===== config.mk =====
export PLATFORM = sky130hd
export DESIGN_NAME = byte_parity_fifo
export DESIGN_NICKNAME = d
export VERILOG_FILES = /design/src/rtl/byte_parity_fifo.sv
export SDC_FILE = /design/constraint.sdc
export NUM_CORES = 1
export LEC_CHECK = 0
export CAP_MARGIN = 0
export CORE_ASPECT_RATIO = 2
export CORE_MARGIN = 3
export CORE_UTILIZATION = 65
export CTS_BUF_LIST = sky130_fd_sc_hd__clkbuf_4
export DETAILED_ROUTE_END_ITERATION = 6
export DONT_BUFFER_PORTS = 1
export HOLD_SLACK_MARGIN = 0.12
export MAX_ROUTING_LAYER = met4
export PLACE_DENSITY = 0.85
export SYNTH_ARGS = -nofsm -noshare
export SYNTH_HDL_FRONTEND = slang
export SYNTH_SLANG_ARGS = --single-unit

===== constraint.sdc =====
create_clock -name clk -period 3.6 [get_ports clk]
set_clock_uncertainty 0.2 [all_clocks]
set_input_delay 0.72 -clock clk [delete_from_list [all_inputs] [get_ports clk]]
set_output_delay 0.72 -clock clk [all_outputs]
set_load 0.05 [all_outputs]

===== src/rtl/byte_parity_fifo.sv =====
// Ready/valid FIFO storing one XNOR parity bit per data byte; parity is
// recomputed at the head and mismatches are flagged per byte and sticky.
module byte_parity_fifo #(
    parameter int unsigned DEPTH = 4,
    parameter int unsigned BYTES = 4
) (
    input  logic                                       clk,
    input  logic                                       rst,
    input  logic                                       enq_valid,
    output logic                                       enq_ready,
    input  logic [8*BYTES-1:0]                         enq_data,
    input  logic                                       inj_err,
    input  logic [((BYTES > 1) ? $clog2(BYTES) : 1)-1:0] inj_byte,
    output logic                                       deq_valid,
    input  logic                                       deq_ready,
    output logic [8*BYTES-1:0]                         deq_data,
    output logic [BYTES-1:0]                           deq_par_err,
    output logic                                       err_sticky,
    input  logic                                       clr_err,
    output logic [$clog2(DEPTH):0]                     count
);

    localparam int unsigned DW  = 8 * BYTES;
    localparam int unsigned AW  = $clog2(DEPTH);
    localparam int unsigned PW  = AW + 1;
    localparam int unsigned IBW = (BYTES > 1) ? $clog2(BYTES) : 1;

    typedef struct packed {
        logic [BYTES-1:0] par;
        logic [DW-1:0]    data;
    } entry_t;

    entry_t        mem_q [DEPTH];
    logic [PW-1:0] wr_q, wr_d;
    logic [PW-1:0] rd_q, rd_d;
    logic          err_q, err_d;

    logic          full, empty;
    logic          enq_fire, deq_fire;
    entry_t        head;
    entry_t        wr_entry;
    logic [BYTES-1:0] inj_mask;
    logic [BYTES-1:0] par_err_c;

    // Per-byte XNOR reduction: 1 when the byte holds an even number of ones.
    function automatic logic [BYTES-1:0] byte_xnor(input logic [DW-1:0] w);
        logic [BYTES-1:0] r;
        r = '0;
        for (int unsigned i = 0; i < BYTES; i++) begin
            r[i] = ~^w[8*i +: 8];
        end
        return r;
    endfunction

    assign empty    = (wr_q == rd_q);
    assign full     = (wr_q[AW-1:0] == rd_q[AW-1:0]) && (wr_q[AW] != rd_q[AW]);
    assign enq_fire = enq_valid && !full;
    assign deq_fire = deq_ready && !empty;

    always_comb begin
        inj_mask = '0;
        for (int unsigned i = 0; i < BYTES; i++) begin
            inj_mask[i] = inj_err && (inj_byte == IBW'(i));
        end
    end

    assign wr_entry  = '{par: byte_xnor(enq_data) ^ inj_mask, data: enq_data};
    assign head      = mem_q[rd_q[AW-1:0]];
    assign par_err_c = empty ? '0 : (head.par ^ byte_xnor(head.data));

    // Set of the sticky flag takes priority over a same-cycle clear.
    always_comb begin
        wr_d  = wr_q;
        rd_d  = rd_q;
        err_d = err_q && !clr_err;
        if (enq_fire) wr_d = wr_q + PW'(1);
        if (deq_fire) rd_d = rd_q + PW'(1);
        if (deq_fire && (|par_err_c)) err_d = 1'b1;
    end

    always_ff @(posedge clk) begin
        if (rst) begin
            wr_q  <= '0;
            rd_q  <= '0;
            err_q <= 1'b0;
        end else begin
            wr_q  <= wr_d;
            rd_q  <= rd_d;
            err_q <= err_d;
        end
    end

    // Storage is not reset; the pointers alone define which entries are live.
    always_ff @(posedge clk) begin
        if (!rst && enq_fire) begin
            mem_q[wr_q[AW-1:0]] <= wr_entry;
        end
    end

    assign enq_ready   = !full;
    assign deq_valid   = !empty;
    assign deq_data    = head.data;
    assign deq_par_err = par_err_c;
    assign err_sticky  = err_q;
    assign count       = wr_q - rd_q;

endmodule

* Word-level counts from Yosys, hierarchy flattened *
Memories as Yosys holds them, arrays and structs flattened. A register that Yosys moved wholly into a read port is not among the register bits.
Cells that the tools add are included.

storage, ports and cells
  RAM bits = 144
  output and inout port bits = 42
  register bits = 7
  logic and storage cells = 45
  memories = 1

memory list
  memory  words  width  read ports  clocked after memory_dff  write ports  line  source
  mem_q   4      36     1           1                         1            33    entry_t mem_q [DEPTH];

cells by class
  bitwise operators = 2
  reductions and logical operators = 24
  eq/ne operators = 6
  mux-type cells = 6
  add/sub/neg operators = 3

operators by type and width
  operator               number
  $reduce_xnor A8 Y1     8
  $logic_and A1 B1 Y1    10
  $xor A4 B4 Y4          2
  $add A3 B1 Y3 const B  2
  $eq A2 B2 Y1 const B   2
  $logic_not A1 Y1       4
  $mux W2                2
  $mux W4                1
  $reduce_or A4 Y1       1
  $eq A3 B3 Y1           1
  $mux W1                3
  $sub A3 B3 Y3          1
  $eq A2 B1 Y1 const B   1
  $eq A2 B2 Y1           1
  $logic_not A2 Y1       1
  $ne A1 B1 Y1           1

* Longest topological paths before layout *
Gate-level depths: netlist of the first run.

  depth after elaboration = 7
  depth in mapped cells = 9
  gate-level depth less buffers = 7

* Worst setup path after synthesis of the first run *
Ideal clock, no wire load.

  path type = register to output
  start point = register with a tool-made name
  end point = output deq_par_err[2]
  arrival = 2.839 ns
  required time = 2.680 ns
  buffers on the path = 2
  slack = -0.159 ns
  stages on the path, launching flop included = 8
  path through = dfxtp_1 > buf_6 > buf_12 > mux4_1 > xor2_1 > xnor3_1 > xnor2_1 > nor2_1

RTL lines
  what              line  source
  end: declaration  17    output logic [BYTES-1:0] deq_par_err,

==> flow_summary.json, run 1 <==
{
  "drive_gt1_share_pct": 34.03,
  "cts-buffers-inserted": 17,
  "cts.sinks": 153,
  "yosysSeqAreaShare_pct": 70.24,
  "grt_pass1_vias": 3511,
  "max_freq_ghz": 0.2665,
  "avgRoutedWirePerCell_um": 21.77,
  "grt_overflow": 0,
  "critPathCaptureType": "primary output",
  "die_h_um": 146.5,
  "grt_max_degree": 37,
  "grt_antenna_before_repair": 1,
  "cts_tree": "yes",
  "ys_ff_latch": 153,
  "gp_congestion": 0.7889,
  "status": "finished with violations",
  "peakVddDrop_v": 0.0006279,
  "drt-vias-per-instance": 5.773,
  "hold_viol": 0,
  "drt-initial-drc-count": 234,
  "fin_util_pct": 81.72,
  "fin_area_um2": 7771,
  "wirelength_mm": 12.26,
  "die-area_um2": 11170,
  "rsz0062_at_grt": "yes",
  "cts_htree_levels": 4,
  "syn_inst": 315,
  "cts-root-buf": "clkbuf_4",
  "synth_fp_nets": 363,
  "crit_fanout": 7,
  "fin_crit_ns": 3.752,
  "clk_path_buf_depth": 2,
  "rows": 50,
  "whs_ns": 0.1676,
  "drv_slew": 0,
  "p_leak_nw": 2.653,
  "syn2layout_area_growth_pct": 21.19,
  "grtUsageTotal_pct": 23.93,
  "start_util_pct": 67.43,
  "place_area_um2": 6923,
  "worst_pin_slew_ns": 0.5566,
  "ant_nets": 0,
  "dr.pass1.iters": 4,
  "cts.clk_slew.worst_paths_ns": 0.13,
  "core_um2": 9509,
  "dieWidth_um": 76.23,
  "synth_cell_types": 26,
  "violations": "negative setup slack",
  "syn_area_um2": 6412,
  "r2r_setup_slack_ns": 0.70,
  "setup_ws_ns": -0.1521,
  "fin_setup_tns_ns": -0.4431,
  "grt_pass1_wl_mm": 19.24,
  "worst-endpoint-required_ns": 2.68,
  "portBuffers": 0,
  "period_share_pct": 104.2,
  "vias": 3250,
  "fin_total_pwr_w": 0.005284,
  "io_pins": 82,
  "powerDensity_nw_per_um2": 679.9,
  "max_cap_violations": 0,
  "setup-violations-final": 4,
  "post_synth.cell_area_avg_um2": 20.36,
  "clk_latency_ns": 0.52,
  "worst_setup_path_start_kind": "flip-flop",
  "worstPathArrival_ns": 2.83,
  "drc_errors": 0,
  "hp-class": "in2reg",
  "path_class": "reg2out",
  "synth_warnings": 0,
  "place_hpwl_mm": 7.465,
  "slew_headroom_pct": 62.89,
  "final_nets": 467
}
path summary, 6_finish.rpt:
path / start / end / cells past startpoint
setup / recovery: flip-flop / deq_par_err[3] / 8
hold / removal: deq_ready / flip-flop / 2
setup reg to reg: flip-flop / err_sticky$_SDFF_PP0_ / 9
hold reg to reg: wr_q[2]$_SDFFE_PP0P_ / wr_q[2]$_SDFFE_PP0P_ / 2
cell families (layout without fill, tap and decap cells):
logic type	Yosys count	count (layout)	share of synthesized area, %
other	0	1	0
xor gates and xnor gates	66	66	9.990
AOI/OAI and AO/OA	5	5	0.4878
muxes	36	36	13.46
DFF	153	153	70.24
adders and majority gates	8	8	1.678
and+or+nand+nor	31	31	2.322
buffers and inverters	16	133	1.815
state kept, by name, summed over array words and instances, names as in the netlist, named ones only:
register,flops
err_sticky,1
mem_q,144
rd_q,3
wr_q,3
area by class of cell:
cell class              instances  area (um2)
fillers                       467        1738
clock buffers                  17       127.6
clock inverters                15       142.6
well taps                     130       162.7
diodes                          1       2.502
repair buffers                 95       942.2
inverters                       6       22.52
multi-input cells             146        1862
flip-flops and latches        153        4509
synth_stat cells:
cell      instances  area share [%]
nor3b_1           1            0.12
fa_1              1            0.31
buf_12            2            0.62
buf_4             1            0.12
nand2_1           5            0.29
xnor2_2           1            0.25
nand3_1           5            0.39
nor2_1           12            0.70
xnor3_1           4             1.4
clkbuf_1          1           0.058
nor2b_1           1           0.098
ha_1              7             1.4
nand3b_1          2            0.23
inv_1             6            0.35
mux4_1           14             5.7
edfxtp_1        144              67
and3_1            1           0.098
xor2_1           17             2.3
dfxtp_1           9             2.8
buf_2             4            0.31
o41a_1            1            0.18
buf_6             2            0.35
mux4_2           22             7.7
and2_1            4            0.39
xnor2_1          44             6.0
a21oi_1           4            0.31
cell usage in the layout (no fill, tap or decap), types with 6 or more instances in the layout:
cell and instances:
edfxtp_1 144, buf_4 49, xnor2_1 34, dlygate4sd3_1 34, mux4_2 32, clkbuf_4 17, xor2_1 16, xnor2_2 11
buf_12 9, nor2_1 8, ha_1 7, dfxtp_1 7, inv_1 6
timing repair:
action / in CTS / in global routing
buffers inserted: 14 / 1
gates cloned: 1 / 0
hold buffers: 34 / 0
gates resized for setup: 22 / 7
setup endpoints to repair: 4 / 4
pin swaps: 10 / 3
hold endpoints to repair: 137 / 0
stage by stage:
stage                     setup WS [ns]  cells
after floorplan                 0.05844    315
after global placement           0.2537    480
after detailed placement         0.2186    480
after CTS                       -0.1781    561
after global routing            -0.2615    563
final                           -0.1521    563
layer usage:
layer / track usage, % / vias up / wire, um
li1: - / 1446 / -
met1: 27.19 / 1666 / 4475
met2: 41.71 / 117 / 6989
met3: 5.432 / 21 / 566
met4: 8.076 / 0 / 228
met5: - / - / 0
worst max-delay path, cell delays in order (launching register included):
cell and delay, ns:
dfxtp_4 0.41, buf_12 0.10, buf_12 0.12, mux4_2 0.55
xor2_1 0.20, xnor3_1 0.46, xnor2_2 0.18, nor2_2 0.14
buf_12 0.15
where the power goes:
group | switching, W | internal (W) | total, W
sequential | 0.0000484 | 0.00204 | 0.00209
clock | 0.000608 | 0.000355 | 0.000963
combinational | 0.00125 | 0.000982 | 0.00223
total | 0.00191 | 0.00338 | 0.00528
Power figures use the tool's default switching activity.
==> inputs of run 2 (changes only) <==
SLEW_MARGIN = 20   (was not set)
==> results of run 2 <==
Same layout as run 1: the final DEF is identical, and so are final timing and power.
==> inputs of run 3 (changes only) <==
ABC_AREA = 1   (was not set)
SLEW_MARGIN = not set   (was 20)
==> run 3 against run 2 <==
  * The flow still finishes with violations (negative setup slack)
  * Sequential power barely moved
  * Hold slack improved by 0.13 ns
  * Clock-buffer cell count stayed put
  * Synthesized cell count grew 140%
  * Cell count is 80% higher
  * Critical path depth up 7
  * Clock power up 21%
  * Wire length is 62% higher
  * Largest cell class unchanged
  * Largest power group unchanged
==> flow_summary.json, run 3 <==
{
  "worst_pin_slew_ns": 0.5771,
  "rsz0062_at_grt": "yes",
  "yosysTopAreaCellShare_pct": 58.98,
  "max_cap_violations": 0,
  "worstPathArrival_ns": 2.72,
  "dr.pass1.iters": 6,
  "clk_latency_ns": 0.56,
  "start_util_pct": 66.99,
  "timing.rr.end": "mem_q[0][28]$_DFFE_PP_",
  "p_sw_w": 0.002437,
  "fillers": 626,
  "cts-buffers-inserted": 17,
  "grt_pass1_vias": 5943,
  "drt-initial-drc-count": 671,
  "ant_nets": 0,
  "r2r_cells": 8,
  "drc_errors": 0,
  "cts.sinks": 153,
  "powerDensity_nw_per_um2": 670.6,
  "yosysSeqAreaShare_pct": 61.43,
  "cts.clk_slew.worst_paths_ns": 0.12,
  "hold_viol": 0,
  "switching_share_pct": 41.68,
  "synth_top_cell_by_area": "edfxtp_1",
  "r2r_setup_slack_ns": 0.60,
  "io_pins": 82,
  "core_um2": 10950,
  "period_share_pct": 101.1,
  "p_seq_share_pct": 35.8,
  "synth_edf_count": 144,
  "setup-violations-final": 1,
  "synth.area.top_cells": "edfxtp_1, nand2_1, nand3_1",
  "fin_area_um2": 8718,
  "ys_ff_latch": 153,
  "wirelength_mm": 19.82,
  "p_leak_nw": 3.771,
  "synth_warnings": 0,
  "cts-root-buf": "clkbuf_4",
  "status": "finished with violations",
  "final_cell_mix": "nand2_1, edfxtp_1, nand3_1",
  "drv_slew": 0,
  "max_freq_ghz": 0.2747,
  "drive_gt1_share_pct": 14.48,
  "largest_register_ffs": 144,
  "syn2layout_area_growth_pct": 18.91,
  "endpoint": "deq_par_err[2]",
  "worst_setup_path_start_kind": "flip-flop",
  "synth_cell_types": 29,
  "dieWidth_um": 81.10,
  "place_hpwl_mm": 11.43,
  "clk_path_buf_depth": 2,
  "cts_tree": "yes",
  "fin_util_pct": 79.65,
  "place_area_um2": 7823,
  "peakVddDrop_v": 0.0008159,
  "post_synth.cell_area_avg_um2": 9.535,
  "slew_headroom_pct": 61.53,
  "synthFlopType": "edfxtp_1",
  "critPathCaptureType": "primary output",
  "pwr-share-clk_pct": 20.1,
  "grt_overflow": 0,
  "die_h_um": 156.2,
  "vias": 5935,
  "synth_fp_nets": 817,
  "avgRoutedWirePerCell_um": 19.61,
  "multi_input_area_um2": 2496,
  "cts_htree_levels": 4,
  "setup_ws_ns": -0.04029,
  "die-area_um2": 12670,
  "final-seq-area_um2": 4512,
  "worst-endpoint-required_ns": 2.68,
  "grt_antenna_before_repair": 1,
  "synthMostInstantiatedCell": "nand2_1",
  "mostFrequentLayoutCell": "nand2_1",
  "violations": "negative setup slack",
  "synthArstFlopShare_pct": 0,
  "hp-class": "in2reg",
  "internal_power_w": 0.003409,
  "grtUsageTotal_pct": 31.84,
  "synthTopCellsByCount": "nand2_1, edfxtp_1, nand3_1",
  "final_nets": 905,
  "path_class": "reg2out",
  "portBuffers": 0,
  "syn_area_um2": 7332,
  "gp_congestion": 0.8287,
  "grt_pass1_wl_mm": 28.89,
  "syn_inst": 769,
  "reg2reg_from": "wr_q[0]$_SDFFE_PP0P_",
  "drt-vias-per-instance": 5.870,
  "pwr-share-comb_pct": 44.2,
  "crit_fanout": 19,
  "rows": 54,
  "grt_max_degree": 47,
  "fin_crit_ns": 3.640
}
[run 3: how the worst min path moves through the flow]
stage | startpoint | end | slack, ns | cells past startpoint
5_1_grt | enq_valid | wr_q[0]$_SDFFE_PP0P_ | 0.30 | 2
3_3_place_gp | rd_q[0]$_SDFFE_PP0P_ | rd_q[0]$_SDFFE_PP0P_ | 0.32 | 2
6_report | enq_valid | wr_q[1]$_SDFFE_PP0P_ | 0.29 | 2
3_5_place_dp | rd_q[0]$_SDFFE_PP0P_ | rd_q[0]$_SDFFE_PP0P_ | 0.33 | 2
2_1_floorplan | rd_q[0]$_SDFFE_PP0P_ | flip-flop | 0.30 | 2
4_1_cts | enq_valid | wr_q[0]$_SDFFE_PP0P_ | 0.27 | 2
[run 3: power groups by stage]
stage | clock, W | sequential, W | combinational, W
2_1_floorplan | 0 | 0.00211 | 0.00166
3_3_place_gp | 0 | 0.00212 | 0.00221
3_5_place_dp | 0 | 0.00213 | 0.00229
4_1_cts | 0.00117 | 0.00209 | 0.00238
5_1_grt | 0.00125 | 0.00209 | 0.00276
6_report | 0.00117 | 0.00209 | 0.00258
[run 3: critical path: stages, from the launching register on]
cell and delay, ns:
dfxtp_4 0.40, buf_12 0.14, buf_6 0.20, nand2_1 0.11, o21ai_1 0.14, nand2_1 0.17, nand2_1 0.19, nand2_1 0.10
nand2_1 0.11, inv_1 0.05, nand2_1 0.09, nand2_1 0.05, nand2_1 0.06, nand3_1 0.12, inv_2 0.12, buf_12 0.14
[run 3: layout make-up]
class | instances | area share (%)
Clock buffer | 17 | 1.464
Inverter | 52 | 2.483
Antenna cell | 1 | 0.02870
Timing Repair inverter | 2 | 0.1866
Multi-Input combinational cell | 537 | 28.63
Timing Repair Buffer | 94 | 11.18
Sequential cell | 153 | 51.75
Clock inverter | 15 | 2.268
Tap cell | 140 | 2.009
[run 3: what timing repair did]
item,CTS,global route
buffers inserted,2,6
cloned,1,2
setup endpoints to repair,4,4
endpoints found under the hold margin,137,0
gates resized for setup,11,27
hold buffers,34,0
[run 3: cells by family (layout without fill, tap and decap cells)]
family	after synthesis	after routing	share of synthesized area (%)
and+or+nand+nor	476	476	26.25
DFF	153	153	61.43
buffers and inverters	79	180	5.239
xor gates and xnor gates	34	34	4.061
AOI/OAI and AO/OA	19	19	1.553
adders and majority gates	8	8	1.468
other	0	1	0
[run 3: through the flow]
step                      hold slack (ns)  total power, W  instances  worst slack, ns  setup TNS (ns)
after floorplan                    0.2962        0.003770        769          -0.2876          -41.42
after global placement             0.3170        0.004333        933           0.4479               0
after detailed placement           0.3261        0.004417        933           0.3226               0
after CTS                          0.2697        0.005637       1002          0.04800               0
after global routing               0.3029        0.006102       1011         -0.09685         -0.1884
final                              0.2948        0.005846       1011         -0.04029        -0.04029
[run 3: layer usage]
layer	global-route usage, %	wire length (um)
met5	-	0
met4	17.32	1289
met3	6.012	1666
met2	56.02	10720
met1	32.26	6148
